[src/rtl/device_info_regs_pkg.sv]
// Shared word offsets, control bit positions and address decode for the
// device identification / housekeeping register block.
package device_info_regs_pkg;

    localparam int DEVINFO_ID           = 0;
    localparam int DEVINFO_REV          = 1;
    localparam int DEVINFO_UPT_LO       = 2;
    localparam int DEVINFO_UPT_HI       = 3;
    localparam int DEVINFO_CTRL         = 4;
    localparam int DEVINFO_ERR          = 5;
    localparam int DEVINFO_SCRATCH_BASE = 8;

    localparam int CTRL_LOCK_BIT    = 0;
    localparam int CTRL_UPT_CLR_BIT = 1;

    localparam logic [31:0] DEVINFO_BAD_ADDR = 32'hDEAD_BEEF;
    localparam int          ERR_COUNT_WIDTH  = 16;

    typedef enum logic [3:0] {
        RGN_ID,
        RGN_REV,
        RGN_UPT_LO,
        RGN_UPT_HI,
        RGN_CTRL,
        RGN_ERR,
        RGN_SCRATCH,
        RGN_STR,
        RGN_INVALID
    } region_e;

    // Map a word address onto the register region it selects. Reserved
    // words 6-7 and anything past the string fall into RGN_INVALID.
    function automatic region_e decode_region(input int addr,
                                              input int numScratch,
                                              input int strWords);
        region_e rgn;
        if (addr == DEVINFO_ID)
            rgn = RGN_ID;
        else if (addr == DEVINFO_REV)
            rgn = RGN_REV;
        else if (addr == DEVINFO_UPT_LO)
            rgn = RGN_UPT_LO;
        else if (addr == DEVINFO_UPT_HI)
            rgn = RGN_UPT_HI;
        else if (addr == DEVINFO_CTRL)
            rgn = RGN_CTRL;
        else if (addr == DEVINFO_ERR)
            rgn = RGN_ERR;
        else if (addr >= DEVINFO_SCRATCH_BASE &&
                 addr <  DEVINFO_SCRATCH_BASE + numScratch)
            rgn = RGN_SCRATCH;
        else if (addr >= DEVINFO_SCRATCH_BASE + numScratch &&
                 addr <  DEVINFO_SCRATCH_BASE + numScratch + strWords)
            rgn = RGN_STR;
        else
            rgn = RGN_INVALID;
        return rgn;
    endfunction

endpackage

[src/rtl/device_info_regs_uptime_ctr.sv]
// Free-running 2*WIDTH uptime counter with a synchronous clear and a
// snapshot strobe that captures the high word so split reads stay coherent.
module devinfo_uptime_ctr #(
    parameter int WIDTH = 32
) (
    input  logic             clk_i,
    input  logic             reset_i,
    input  logic             clr_i,
    input  logic             snap_i,
    output logic [WIDTH-1:0] lo_o,
    output logic [WIDTH-1:0] hi_shadow_o
);

    logic [2*WIDTH-1:0] cnt_q, cnt_d;
    logic [WIDTH-1:0]   hiShadow_q, hiShadow_d;

    // Clear beats increment; the shadow grabs the high half of the value
    // being returned as the low word on the same edge.
    always_comb begin
        cnt_d      = cnt_q + {{(2*WIDTH-1){1'b0}}, 1'b1};
        hiShadow_d = hiShadow_q;
        if (clr_i)
            cnt_d = '0;
        if (snap_i)
            hiShadow_d = cnt_q[2*WIDTH-1:WIDTH];
    end

    // Counter and shadow registers.
    always_ff @(posedge clk_i) begin
        if (reset_i) begin
            cnt_q      <= '0;
            hiShadow_q <= '0;
        end else begin
            cnt_q      <= cnt_d;
            hiShadow_q <= hiShadow_d;
        end
    end

    assign lo_o        = cnt_q[WIDTH-1:0];
    assign hi_shadow_o = hiShadow_q;

endmodule

[src/rtl/device_info_regs.sv]
// Device identification and housekeeping register slave: ID/revision,
// uptime with coherent split reads, lockable control, scratch words,
// a constant device string and a saturating invalid-access counter.
module device_info_regs
    import device_info_regs_pkg::*;
#(
    parameter int                              DATA_WIDTH  = 32,
    parameter int                              ADDR_WIDTH  = 6,
    parameter logic [DATA_WIDTH-1:0]           DEVICE_ID   = '0,
    parameter logic [DATA_WIDTH-1:0]           REVISION    = '0,
    parameter int                              NUM_SCRATCH = 4,
    parameter int                              STR_WORDS   = 16,
    parameter logic [STR_WORDS*DATA_WIDTH-1:0] DEVICE_STR  = "Undefined device"
) (
    input  logic                  clk,
    input  logic                  reset,
    input  logic                  reg_req,
    input  logic                  reg_rd_wr_L,
    input  logic [ADDR_WIDTH-1:0] reg_addr,
    input  logic [DATA_WIDTH-1:0] reg_wr_data,
    output logic                  reg_ack,
    output logic [DATA_WIDTH-1:0] reg_rd_data
);

    localparam int STR_BASE  = DEVINFO_SCRATCH_BASE + NUM_SCRATCH;
    localparam int STR_BITS  = STR_WORDS * DATA_WIDTH;
    localparam int STR_BYTES = STR_BITS / 8;

    localparam logic [DATA_WIDTH-1:0] BAD_WORD = DATA_WIDTH'(DEVINFO_BAD_ADDR);

    // A string literal lands right-aligned in the parameter vector; strip the
    // leading NUL bytes so the first character sits in the top byte of word 0.
    function automatic logic [STR_BITS-1:0] align_str(input logic [STR_BITS-1:0] s);
        int   lead;
        logic stillZero;
        lead      = 0;
        stillZero = 1'b1;
        for (int i = STR_BYTES - 1; i >= 0; i--) begin
            if (stillZero && s[8*i +: 8] == 8'h00)
                lead++;
            else
                stillZero = 1'b0;
        end
        return s << (8 * lead);
    endfunction

    localparam logic [STR_BITS-1:0] STR_ALIGNED = align_str(DEVICE_STR);

    logic                       reqAcked_q, reqAcked_d;
    logic                       regAck_q, regAck_d;
    logic [DATA_WIDTH-1:0]      rdData_q, rdData_d;
    logic                       lock_q, lock_d;
    logic [ERR_COUNT_WIDTH-1:0] errCnt_q, errCnt_d;
    logic [DATA_WIDTH-1:0]      scratch_q [NUM_SCRATCH];
    logic [DATA_WIDTH-1:0]      scratch_d [NUM_SCRATCH];

    int                    addrInt;
    region_e               region;
    logic                  accept, isRead, isWrite;
    logic [DATA_WIDTH-1:0] readWord;
    logic                  errInc, errClr, uptClr, uptSnap, scratchWe, lockSet;
    logic [DATA_WIDTH-1:0] uptLo, uptHi;

    devinfo_uptime_ctr #(
        .WIDTH(DATA_WIDTH)
    ) u_uptime (
        .clk_i       (clk),
        .reset_i     (reset),
        .clr_i       (uptClr),
        .snap_i      (uptSnap),
        .lo_o        (uptLo),
        .hi_shadow_o (uptHi)
    );

    // Handshake qualification and address decode: a request is taken only
    // on the first edge it is seen high after having been low.
    always_comb begin
        addrInt = int'(32'(reg_addr));
        region  = decode_region(addrInt, NUM_SCRATCH, STR_WORDS);
        accept  = reg_req & ~reqAcked_q;
        isRead  = accept & reg_rd_wr_L;
        isWrite = accept & ~reg_rd_wr_L;
        uptSnap = isRead && (region == RGN_UPT_LO);
    end

    // Read data selection for the addressed word.
    always_comb begin
        readWord = '0;
        case (region)
            RGN_ID:     readWord = DEVICE_ID;
            RGN_REV:    readWord = REVISION;
            RGN_UPT_LO: readWord = uptLo;
            RGN_UPT_HI: readWord = uptHi;
            RGN_CTRL:   readWord[CTRL_LOCK_BIT] = lock_q;
            RGN_ERR:    readWord[ERR_COUNT_WIDTH-1:0] = errCnt_q;
            RGN_SCRATCH: begin
                for (int i = 0; i < NUM_SCRATCH; i++)
                    if (addrInt == DEVINFO_SCRATCH_BASE + i)
                        readWord = scratch_q[i];
            end
            RGN_STR: begin
                for (int k = 0; k < STR_WORDS; k++)
                    if (addrInt == STR_BASE + k)
                        readWord = STR_ALIGNED[(STR_WORDS-k)*DATA_WIDTH-1 -: DATA_WIDTH];
            end
            default:    readWord = BAD_WORD;
        endcase
    end

    // Decide what an accepted access does: commit, clear, or count as an
    // error (bad address, write to a read-only word, or blocked by LOCK).
    always_comb begin
        errInc    = 1'b0;
        errClr    = 1'b0;
        uptClr    = 1'b0;
        scratchWe = 1'b0;
        lockSet   = 1'b0;
        if (isRead && region == RGN_INVALID)
            errInc = 1'b1;
        if (isWrite) begin
            case (region)
                RGN_CTRL: begin
                    lockSet = reg_wr_data[CTRL_LOCK_BIT];
                    if (reg_wr_data[CTRL_UPT_CLR_BIT]) begin
                        if (lock_q)
                            errInc = 1'b1;
                        else
                            uptClr = 1'b1;
                    end
                end
                RGN_ERR: begin
                    if (lock_q)
                        errInc = 1'b1;
                    else
                        errClr = 1'b1;
                end
                RGN_SCRATCH: begin
                    if (lock_q)
                        errInc = 1'b1;
                    else
                        scratchWe = 1'b1;
                end
                default: errInc = 1'b1;
            endcase
        end
    end

    // Next-state for the handshake, read data, lock, error counter and
    // scratch words; the acked flag simply follows reg_req.
    always_comb begin
        reqAcked_d = reg_req;
        regAck_d   = accept;
        rdData_d   = isRead ? readWord : rdData_q;
        lock_d     = lock_q | lockSet;
        errCnt_d   = errCnt_q;
        if (errClr)
            errCnt_d = '0;
        else if (errInc && errCnt_q != {ERR_COUNT_WIDTH{1'b1}})
            errCnt_d = errCnt_q + {{(ERR_COUNT_WIDTH-1){1'b0}}, 1'b1};
        for (int i = 0; i < NUM_SCRATCH; i++)
            scratch_d[i] = (scratchWe && addrInt == DEVINFO_SCRATCH_BASE + i) ?
                           reg_wr_data : scratch_q[i];
    end

    // State registers with synchronous reset.
    always_ff @(posedge clk) begin
        if (reset) begin
            reqAcked_q <= 1'b0;
            regAck_q   <= 1'b0;
            rdData_q   <= '0;
            lock_q     <= 1'b0;
            errCnt_q   <= '0;
            for (int i = 0; i < NUM_SCRATCH; i++)
                scratch_q[i] <= '0;
        end else begin
            reqAcked_q <= reqAcked_d;
            regAck_q   <= regAck_d;
            rdData_q   <= rdData_d;
            lock_q     <= lock_d;
            errCnt_q   <= errCnt_d;
            for (int i = 0; i < NUM_SCRATCH; i++)
                scratch_q[i] <= scratch_d[i];
        end
    end

    assign reg_ack     = regAck_q;
    assign reg_rd_data = rdData_q;

endmodule

[config.mk]
export PLATFORM = sky130hd
export DESIGN_NAME = device_info_regs
export DESIGN_NICKNAME = d
export VERILOG_FILES = /design/src/rtl/device_info_regs_pkg.sv /design/src/rtl/device_info_regs_uptime_ctr.sv /design/src/rtl/device_info_regs.sv
export SDC_FILE = /design/constraint.sdc
export NUM_CORES = 1
export LEC_CHECK = 0
export BUFFER_PORTS_ARGS = -buffer_cell sky130_fd_sc_hd__buf_4
export CAP_MARGIN = 20
export CORE_ASPECT_RATIO = 0.7
export CORE_UTILIZATION = 30
export DETAILED_ROUTE_END_ITERATION = 10
export HOLD_SLACK_MARGIN = 0.06
export PLACE_DENSITY_LB_ADDON = 0.12
export SLEW_MARGIN = 30
export SYNTH_ARGS = -nofsm -noshare
export SYNTH_HDL_FRONTEND = slang
export SYNTH_SLANG_ARGS = --single-unit
[constraint.sdc]
create_clock -name clk -period 2.92 [get_ports clk]
set_clock_uncertainty 0.15 [all_clocks]
set_input_delay 0.584 -clock clk [delete_from_list [all_inputs] [get_ports clk]]
set_output_delay 0.584 -clock clk [all_outputs]
set_load 0.005 [all_outputs]
# ---- Yosys cells after proc, flatten, opt, wreduce, memory -nomap -nowiden
# Memories as Yosys holds them, arrays and structs flattened.
# Cells that the tools add are included.
dict set report totals {
  register_bits 147
  ramBits 128
  in_bits 42
  output_inout_bits 33
  wordCells 132
  n_memories 1
}
dict set report op_classes {
  n_addsub 2
  n_lt_le_gt_ge 4
  n_eq_ne 34
  mux 57
  n_bitwise 10
  reduce_logical 17
}
# memory words word_bits rd rd_clocked_by_memory_dff write_ports line
set memory_table {}
lappend memory_table {scratch_q 4 32 4 0 4 device_info_regs.sv:54} ;# logic [DATA_WIDTH-1:0] scratch_q [NUM_SCRATCH];
# op count
set op_table {}
lappend op_table {{$mux W32} 27}
lappend op_table {{$pmux W15 S6} 1}
lappend op_table {{$pmux W16 S5} 1}
lappend op_table {{$eq A6 B6 Y1 const B} 12}
lappend op_table {{$add A64 B1 Y64 const B} 1}
lappend op_table {{$eq A6 B5 Y1 const B} 8}
lappend op_table {{$mux W4} 8}
lappend op_table {{$mux W31} 1}
lappend op_table {{$mux W1} 17}
lappend op_table {{$add A16 B1 Y16 const B} 1}
lappend op_table {{$eq A4 B3 Y1 const B} 4}
lappend op_table {{$ne A16 B16 Y1 const B} 1}
lappend op_table {{$eq A6 B3 Y1 const B} 2}
lappend op_table {{$eq A6 B4 Y1 const B} 2}
lappend op_table {{$ge A6 B4 Y1 const B} 2}
lappend op_table {{$logic_and A1 B1 Y1} 9}
lappend op_table {{$eq A4 B2 Y1 const B} 2}
lappend op_table {{$reduce_or A2 Y1} 4}
lappend op_table {{$pmux W1 S7} 1}
lappend op_table {{$eq A6 B2 Y1 const B} 1}
lappend op_table {{$logic_not A6 Y1} 1}
lappend op_table {{$lt A6 B4 Y1 const B} 1}
lappend op_table {{$lt A6 B5 Y1 const B} 1}
lappend op_table {{$or A1 B1 Y1} 5}
lappend op_table {{other kinds (8)} 11}

# ---- Depth between registers and ports, before layout
# Gate-level depths: netlist of the first run.
dict set report logic_depth {
  depth_word 18
  ltp_mapped 9
}

# ---- Hierarchy
# A second synthesis of the first run with hierarchy kept.
dict set report unflattened {
  hier_cells 1505
  area_unflattened_um2 12498.2
}
# mod instances cells_each area_per_inst_um2 seq_area_each_um2
set by_module_without_submodules {}
lappend by_module_without_submodules {device_info_regs 1 1012 8007.7 3583.4}
lappend by_module_without_submodules {devinfo_uptime_ctr 1 493 4490.6 1921.8}

# ---- Worst setup path after synthesis of the first run
# Ideal clock, no wire load.
dict set report synth_path {
  path_kind {in2reg}
  from {input port reg_addr[3]}
  to {register errCnt_q[10]}
  setup_ns 0.116
  arrival_time_ns 2.460
  required_ns 2.654
  path_slack_ns 0.194
  stages 8
  path_buffers 3
  path_cell_list {buf_2 -> or4b_2 -> nor2b_1 -> clkbuf_1 -> a21o_1 -> clkbuf_1 -> nor2_1 -> a31o_2}
}
dict set report synth_via {
  elab_chain_cells 18
}
# item line
set synth_lines {}
lappend synth_lines {{start, declared} device_info_regs.sv:19} ;# input logic [ADDR_WIDTH-1:0] reg_addr,
lappend synth_lines {{$ge A6 B4 Y1 or $lt A6 B5 Y1 (tied branches)} {device_info_regs_pkg.sv:52, device_info_regs_pkg.sv:53}}
lappend synth_lines {{$logic_and A1 B1 Y1} device_info_regs_pkg.sv:52} ;# else if (addr >= DEVINFO_SCRATCH_BASE + numScratch &&
lappend synth_lines {{$mux W4} device_info_regs_pkg.sv:52}
lappend synth_lines {{$mux W4} device_info_regs_pkg.sv:49} ;# else if (addr >= DEVINFO_SCRATCH_BASE &&
lappend synth_lines {{$mux W4} device_info_regs_pkg.sv:47} ;# else if (addr == DEVINFO_ERR)
lappend synth_lines {{$mux W4} device_info_regs_pkg.sv:45} ;# else if (addr == DEVINFO_CTRL)
lappend synth_lines {{$mux W4} device_info_regs_pkg.sv:43} ;# else if (addr == DEVINFO_UPT_HI)
lappend synth_lines {{$mux W4} device_info_regs_pkg.sv:41} ;# else if (addr == DEVINFO_UPT_LO)
lappend synth_lines {{[2 not listed]} -}
lappend synth_lines {{$eq A4 B4 Y1} device_info_regs.sv:118} ;# if (isRead && region == RGN_INVALID)
lappend synth_lines {{$logic_and A1 B1 Y1} device_info_regs.sv:118}
lappend synth_lines {{$mux W1} device_info_regs.sv:118}
lappend synth_lines {{$mux W1} {device_info_regs.sv:125, device_info_regs.sv:132, device_info_regs.sv:138}}
lappend synth_lines {{$mux W1} device_info_regs.sv:124} ;# if (reg_wr_data[CTRL_UPT_CLR_BIT]) begin
lappend synth_lines {{$pmux W1 S2} device_info_regs.sv:121} ;# case (region)
lappend synth_lines {{$mux W1} device_info_regs.sv:120} ;# if (isWrite) begin
lappend synth_lines {{$logic_and A1 B1 Y1} device_info_regs.sv:158} ;# else if (errInc && errCnt_q != {ERR_COUNT_WIDTH{1'b1}})
lappend synth_lines {{end signal, assigned} device_info_regs.sv:180} ;# errCnt_q <= errCnt_d;
lappend synth_lines {{end, declared} device_info_regs.sv:53} ;# logic [ERR_COUNT_WIDTH-1:0] errCnt_q, errCnt_d;
# Mark *: on every way between the ends. The rest lies on a longest branch, timed or not.
# A chain may end at the register's enable or synchronous reset.

# ---- Final worst setup path of the first run
dict set report layout_path {
  from {register u_uptime.cnt_q[28]}
  to {register u_uptime.cnt_q[63]}
}
dict set report layout_via {
  elab_chain_cells 1
}
# item line
set layout_lines {}
lappend layout_lines {{start, declared} device_info_regs_uptime_ctr.sv:14} ;# logic [2*WIDTH-1:0] cnt_q, cnt_d;
lappend layout_lines {{start signal, assigned} device_info_regs_uptime_ctr.sv:34} ;# cnt_q <= cnt_d;
lappend layout_lines {{$add A64 B1 Y64} device_info_regs_uptime_ctr.sv:20} ;# cnt_d = cnt_q + {{(2*WIDTH-1){1'b0}}, 1'b1};
# No other way between the ends.

==> results of run 1 <==
## worst min-delay path by stage
stage	startpoint	endpoint	slack, ns	depth (start not counted)
2_1_floorplan	scratch_q[2][0]	scratch_q[2][0]	0.28	2
3_3_place_gp	scratch_q[0][15]	scratch_q[0][15]	0.29	2
3_5_place_dp	scratch_q[3][24]	scratch_q[3][24]	0.29	2
4_1_cts	reg_req	reqAcked_q	0.09	2
5_1_grt	reg_wr_data[26]	scratch_q[0][26]	0.11	3
6_report	reg_req	reqAcked_q	0.11	2
## flip-flops by register name (all words and copies together), names as in the netlist
signal                count
u_uptime.cnt_q           64
lock_q                    1
errCnt_q                 16
u_uptime.hi_shadow_o     32
reg_rd_data              32
reqAcked_q                1
scratch_q               128
reg_ack                   1
## metrics by stage
stage	total power (W)	hold WS (ns)	utilization	setup slack (ns)	cell area (sq um)
2_1_floorplan	0.00407	0.283	-	0.194	11800
3_3_place_gp	0.00429	0.289	0.343	0.203	13200
3_5_place_dp	0.00429	0.294	0.343	0.180	13200
4_1_cts	0.00781	0.0881	0.365	0.237	14100
5_1_grt	0.00800	0.111	0.365	0.140	14100
6_report	0.00770	0.106	0.365	0.210	14100
## critical path, cell delays in order, from the launching register on
cell and delay, ns:
dfxtp_1 0.42, and4_4 0.32, nand3_4 0.11, or4_1 0.66, or3_4 0.44, or4_1 0.47
nand2_1 0.08
## power by group
| part | internal [W] | switching (W) |
|---|---|---|
| logic | 0.000155 | 0.000240 |
| registers | 0.00378 | 0.0000277 |
| clock network | 0.00194 | 0.00155 |
| total | 0.00588 | 0.00182 |
## layout make-up
type | instances | area [sq um]
well taps | 527 | 659
clock inverters | 7 | 46.3
inverters | 10 | 37.5
fillers | 3996 | 24400
repair buffers | 136 | 1140
multi-input cells | 1047 | 5860
clock buffers | 42 | 823
flip-flops and latches | 275 | 5510
## cell families (layout without fill, tap and decap cells)
kind of cell             Yosys count  in the layout
XOR/XNOR                          60             60
flip-flops                       275            275
multiplexers                      35             35
buffers and inverters            111            195
AO/OA/AOI/OAI                    289            289
AND/OR/NAND/NOR                  661            661
adder cells (fa/ha/maj)            2              2
## cells in the final DEF (no fill, tap or decap), drive strengths merged, types with 3 or more instances in the layout
cell | synthesis | layout
o21ai | 19 | 19
xnor2 | 31 | 31
buf | 9 | 136
a211oi | 5 | 5
nor2b | 6 | 6
a31o | 5 | 5
and4 | 7 | 7
clkbuf | 92 | 42
nand3 | 37 | 37
a22oi | 8 | 8
a221o | 8 | 8
a311oi | 14 | 14
a221oi | 6 | 6
nor2 | 124 | 124
mux2i | 7 | 7
a21oi | 187 | 187
a31oi | 3 | 3
a222oi | 13 | 13
nor3 | 25 | 25
or3 | 9 | 9
xor2 | 29 | 29
mux4 | 27 | 27
clkinv | 0 | 7
inv | 10 | 10
a22o | 11 | 11
nand2 | 388 | 388
and3 | 21 | 21
and2 | 5 | 5
nor4 | 8 | 8
nand4 | 18 | 18
nand2b | 3 | 3
dfxtp | 275 | 275
## metal layers
metal	vias up	GRT usage	share of wire
met4	0	0.0304	0.013
met1	4918	0.294	0.51
li1	5065	-	-
met5	-	0	0
met3	33	0.0252	0.044
met2	229	0.287	0.43
==> flow_summary.toml, run 1 <==
[sta]
rsz0062_at_grt = "false"
drv_slew = 0
hold_viol = 0
post-route-period-util = 0.928
max_freq_mhz = 369
layout_min_cycle_time_ns = 2.71
tightest_slew_ns = 0.775
slew_headroom = 0.483
setup_violations = 0
tns_ns = 0

[run_status]
status = "complete, no violations"

[yosys]
synth-seq-area-share = 0.468
avgSynthCellArea_sq_um = 8.22
synth_xor_area_frac = 0.0446
synth_top_area_share = 0.468
synth_cell_types = 58
synth_top_family_by_area = "simple AND/OR/NAND/NOR gates"
synth_compound_area_frac = 0.150
synth_fa_ha_area_frac = 0.00213
synth.most_common_cell = "nand2_1"
synth_area_sq_mm = 0.0118
synth_ff_type = "dfxtp_1"
synthArstFlopShare = 0
syn_inst = 1433
syn_nets = 1477
yosysTopAreaCell = "dfxtp_1"
synth.area.mux_share = 0.0585
yosysWarnings = 0
yosys-top-cells-area = "dfxtp_1 47%, nand2_1 12%, a21oi_1 7.9%, mux4_2 5.2%, nor2_1 4.0%"
synth_edf_count = 0
synth_seq_cells = 275
yosys-top-cells-count = "388 x nand2_1, 275 x dfxtp_1, 187 x a21oi_1"
synthSimpleGateAreaFrac = 0.242

[setup_path]
path_max_fanout = 5
r2r_slack_ns = 0.21
crit_type = "flip-flop to flip-flop"
cp.arrival_ns = 3.08
reg2reg_to = "u_uptime.cnt_q[63]"
critPathRequiredTime_ns = 3.29
worstReg2RegStart = "u_uptime.cnt_q[28]"
critPathCapture = "u_uptime.cnt_q[63]"
start_kind = "flip-flop"
reg2reg_depth = 6
crit_start = "u_uptime.cnt_q[28]"
critical_path.endpoint_type = "flip-flop"

[grt]
grt_pass1_vias = 9614
grt_first_pass_wirelength_mm = 59.2
grt.overflow.total = 0
grt_max_degree = 123
antenna_found_initial = 0
grt_use_total = 0.192

[cells_and_area]
fin_nets = 1542
area_growth_syn_to_layout_pct = 19.4
num_antenna_cells = 0
fin_cells = 2044
drive_above_1_share = 0.148

[hold_path]
min_path_type = "input pin to flip-flop"

[power_and_ir_drop]
p_per_area_mw_per_mm2 = 547
vdd_drop_max_v = 0.000470
power_leakage_nw = 4.78

[floorplanning]
fp-row-count = 60
start_util = 0.306
die-area_sq_mm = 0.0401
die_w_microns = 239
core_sq_mm = 0.0385
die_h_microns = 168
design.portCount = 75

[clock_network]
hold_buffers = 0
clock_sinks = 275
clockRootBuffer = "clkbuf_16"
htreeDepth = 1
cts_resized = 0
clk_pin_slew_worst_paths_ns = 0.06
clk_path_buf_depth = 3
numCtsBuffers = 28
cts_tree = "done"
cts_setup_buffers = 0
worstSkewPairLatency_ns = 0.57

[routing]
drt_iter0_markers = 917
vias = 10200
via_per_inst = 5.01
ant_nets = 0
drt-total-wl_mm = 38.8
dr.pass1.iters = 5
drc = 0
wire_per_inst_microns = 19.0

[placement]
placed_cells = 1995
port_buffers = 74
dp.final_hpwl_mm = 26.4
gp_congestion = 0.794

[job]
max_cap_violations = 0
No activity file was read; power rests on OpenSTA's default activity.
==> inputs of run 2 (changes only) <==
Settings changed: BUFFER_PORTS_ARGS -buffer_cell sky130_fd_sc_hd__buf_4 to -buffer_cell sky130_fd_sc_hd__buf_2, MAX_ROUTING_LAYER set to met4, SYNTH_HIERARCHICAL set to 1.
==> run 2 against run 1 <==
Against the previous run: synthesized area is 6.1% higher; non-clock buffer count down 3; clock power grew 17%; worst hold slack improved by 0.031 ns; count of clock-buffer cells in the layout is 1 lower; core utilization shrank 1.3 points; sequential power about the same; first-iteration DRC count down 5.1%; register-to-register slack improved by 0.11 ns; cell count up 2.9%; critical path depth rose by 1.
==> flow_summary.toml, run 2 <==
[cells_and_area]
regMostFlops = "scratch_q"
fin_nets = 1581
final_core_util = 0.353
layout_commonest_cell = "nand2_1"
reg_top3 = "scratch_q (128), u_uptime/cnt_q (64)"
final_cell_mix = "328 x nand2_1, 275 x dfxtp_1, 188 x a21oi_1"
drive_above_1_share = 0.139
fin_cells = 2103
stdcell_area_sq_mm = 0.0145
num_antenna_cells = 0
fillers = 4264
area_growth_syn_to_layout_pct = 15.8
largest_reg_flops = 128

[grt]
grt_pass1_vias = 10400
grt_max_degree = 69
antenna_found_initial = 1
grt_use_total = 0.211
grt.overflow.total = 0
grt_first_pass_wirelength_mm = 66.7

[power_and_ir_drop]
power_leakage_nw = 4.92
p_per_area_mw_per_mm2 = 572
pwr-share-comb = 0.045
vdd_drop_max_v = 0.000433
switchingPower_w = 0.00191
p_int_w = 0.00637
clock_power_share = 0.494
swShare = 0.231
seqPwrFrac = 0.461

[routing]
wire_per_inst_microns = 20.7
dr.pass1.iters = 7
drt-total-wl_mm = 43.6
via_per_inst = 5.27
drt_iter0_markers = 870
vias = 11100
drc = 0
ant_nets = 0

[setup_path]
r2r_slack_ns = 0.32
worstReg2RegStart = "u_uptime/cnt_q[1]"
critPathRequiredTime_ns = 3.27
reg2reg_to = "u_uptime/cnt_q[60]"
crit_type = "flip-flop to flip-flop"
critical_path.endpoint_type = "flip-flop"
reg2reg_depth = 7
cp.arrival_ns = 2.95
path_max_fanout = 9
start_kind = "flip-flop"

[sta]
worst_hold_slack_ns = 0.137
post-route-period-util = 0.890
setup_violations = 0
hold_viol = 0
slew_headroom = 0.416
drv_slew = 0
max_freq_mhz = 385
rsz0062_at_grt = "false"
tightest_slew_ns = 0.869
layout_min_cycle_time_ns = 2.60

[job]
max_cap_violations = 0

[floorplanning]
fp-row-count = 62
core_sq_mm = 0.0410
design.portCount = 75
die_h_microns = 173
die-area_sq_mm = 0.0425
start_util = 0.305
die_w_microns = 246

[yosys]
avgSynthCellArea_sq_um = 8.30
yosys-top-cells-count = "328 x nand2_1, 275 x dfxtp_1, 188 x a21oi_1"
synth_top_area_share = 0.440
yosysTopAreaCell = "dfxtp_1"
synthArstFlopShare = 0
synth_cell_types = 72
yosys-top-cells-area = "dfxtp_1 44%, nand2_1 9.9%, a21oi_1 7.5%, mux2i_1 5.0%, nor2_1 2.7%"
synth_seq_cells = 275
synth_ff_type = "dfxtp_1"
yosysWarnings = 6
synth.most_common_cell = "nand2_1"
synth_area_sq_mm = 0.0125
synth-seq-area-share = 0.440
syn_inst = 1505
synth_edf_count = 0
syn_nets = 1549

[clock_network]
cts_tree = "done"
hold_buffers = 0
cts_resized = 0
cts_setup_buffers = 0
clockRootBuffer = "clkbuf_16"
clk_path_buf_depth = 3
worstSkewPairLatency_ns = 0.57
htreeDepth = 1
clk_pin_slew_worst_paths_ns = 0.06
clock_sinks = 275
numCtsBuffers = 29

[run_status]
status = "complete, no violations"

[placement]
gp_congestion = 0.856
dp.final_hpwl_mm = 31.0
placed_cells = 2050
place_area_sq_mm = 0.0134
port_buffers = 74

[hold_path]
min_path_type = "input pin to flip-flop"
holdPathStages = 3
worstHoldStart = "reg_wr_data[9]"
worstHoldEndpoint = "scratch_q[0][9]"
## run 2: power by group through the flow
stage	clock network, W	logic [W]	registers [W]
after floorplan	0	0.000190	0.00389
after global placement	0	0.000371	0.00390
after detailed placement	0	0.000371	0.00390
after CTS	0.00418	0.000373	0.00382
after global routing	0.00434	0.000404	0.00382
final	0.00409	0.000371	0.00382
## run 2: layer usage
layer,GRT usage,vias to the layer above,part of all wire
li1,-,5406,-
met1,0.317,5350,0.51
met2,0.297,273,0.42
met3,0.0286,56,0.047
met4,0.0424,0,0.020
met5,-,-,0
## run 2: logic make-up after synthesis
family / synth area share
xor+xnor: 0.0210
mux: 0.0623
simple gates: 0.234
compound gates: 0.183
flops: 0.440
buf+inv: 0.0570
fa+ha+maj: 0.00200
## run 2: how the worst max path moves through the flow
stage                       from                        to  cells past startpoint
2_1_floorplan        reg_addr[5]  u_uptime/hi_shadow_o[10]                     10
3_3_place_gp         reg_addr[3]               errCnt_q[1]                      8
3_5_place_dp         reg_addr[4]               errCnt_q[2]                      7
4_1_cts        u_uptime/cnt_q[0]        u_uptime/cnt_q[60]                      7
5_1_grt        u_uptime/cnt_q[1]        u_uptime/cnt_q[50]                      7
6_report       u_uptime/cnt_q[1]        u_uptime/cnt_q[60]                      7
## run 2: metrics by stage
stage / total power [W] / worst slack [ns] / setup TNS [ns]
2_1_floorplan: 0.00408 / -0.0175 / -0.524
3_3_place_gp: 0.00427 / 0.140 / 0
3_5_place_dp: 0.00427 / 0.0923 / 0
4_1_cts: 0.00837 / 0.318 / 0
5_1_grt: 0.00856 / 0.195 / 0
6_report: 0.00828 / 0.322 / 0
## run 2: area by class of cell
cell class / count / area (sq um) / share of cell area
multi-input combinational: 1091 / 6310 / 0.436
inverter: 7 / 26.3 / 0.00182
sequential: 275 / 5510 / 0.381
clock buffer: 41 / 851 / 0.0588
timing repair buffer: 133 / 895 / 0.0618
tap: 544 / 681 / 0.0470
clock inverter: 12 / 195 / 0.0135
## run 2: worst max-delay path, cell delays in order (launching register included)
cell and delay [ns]:
dfxtp_1 0.47, ha_1 0.30, nand4_1 0.14, buf_4 0.19, nor4_4 0.38, nand4_2 0.33, or3_1 0.43, a21oi_1 0.13
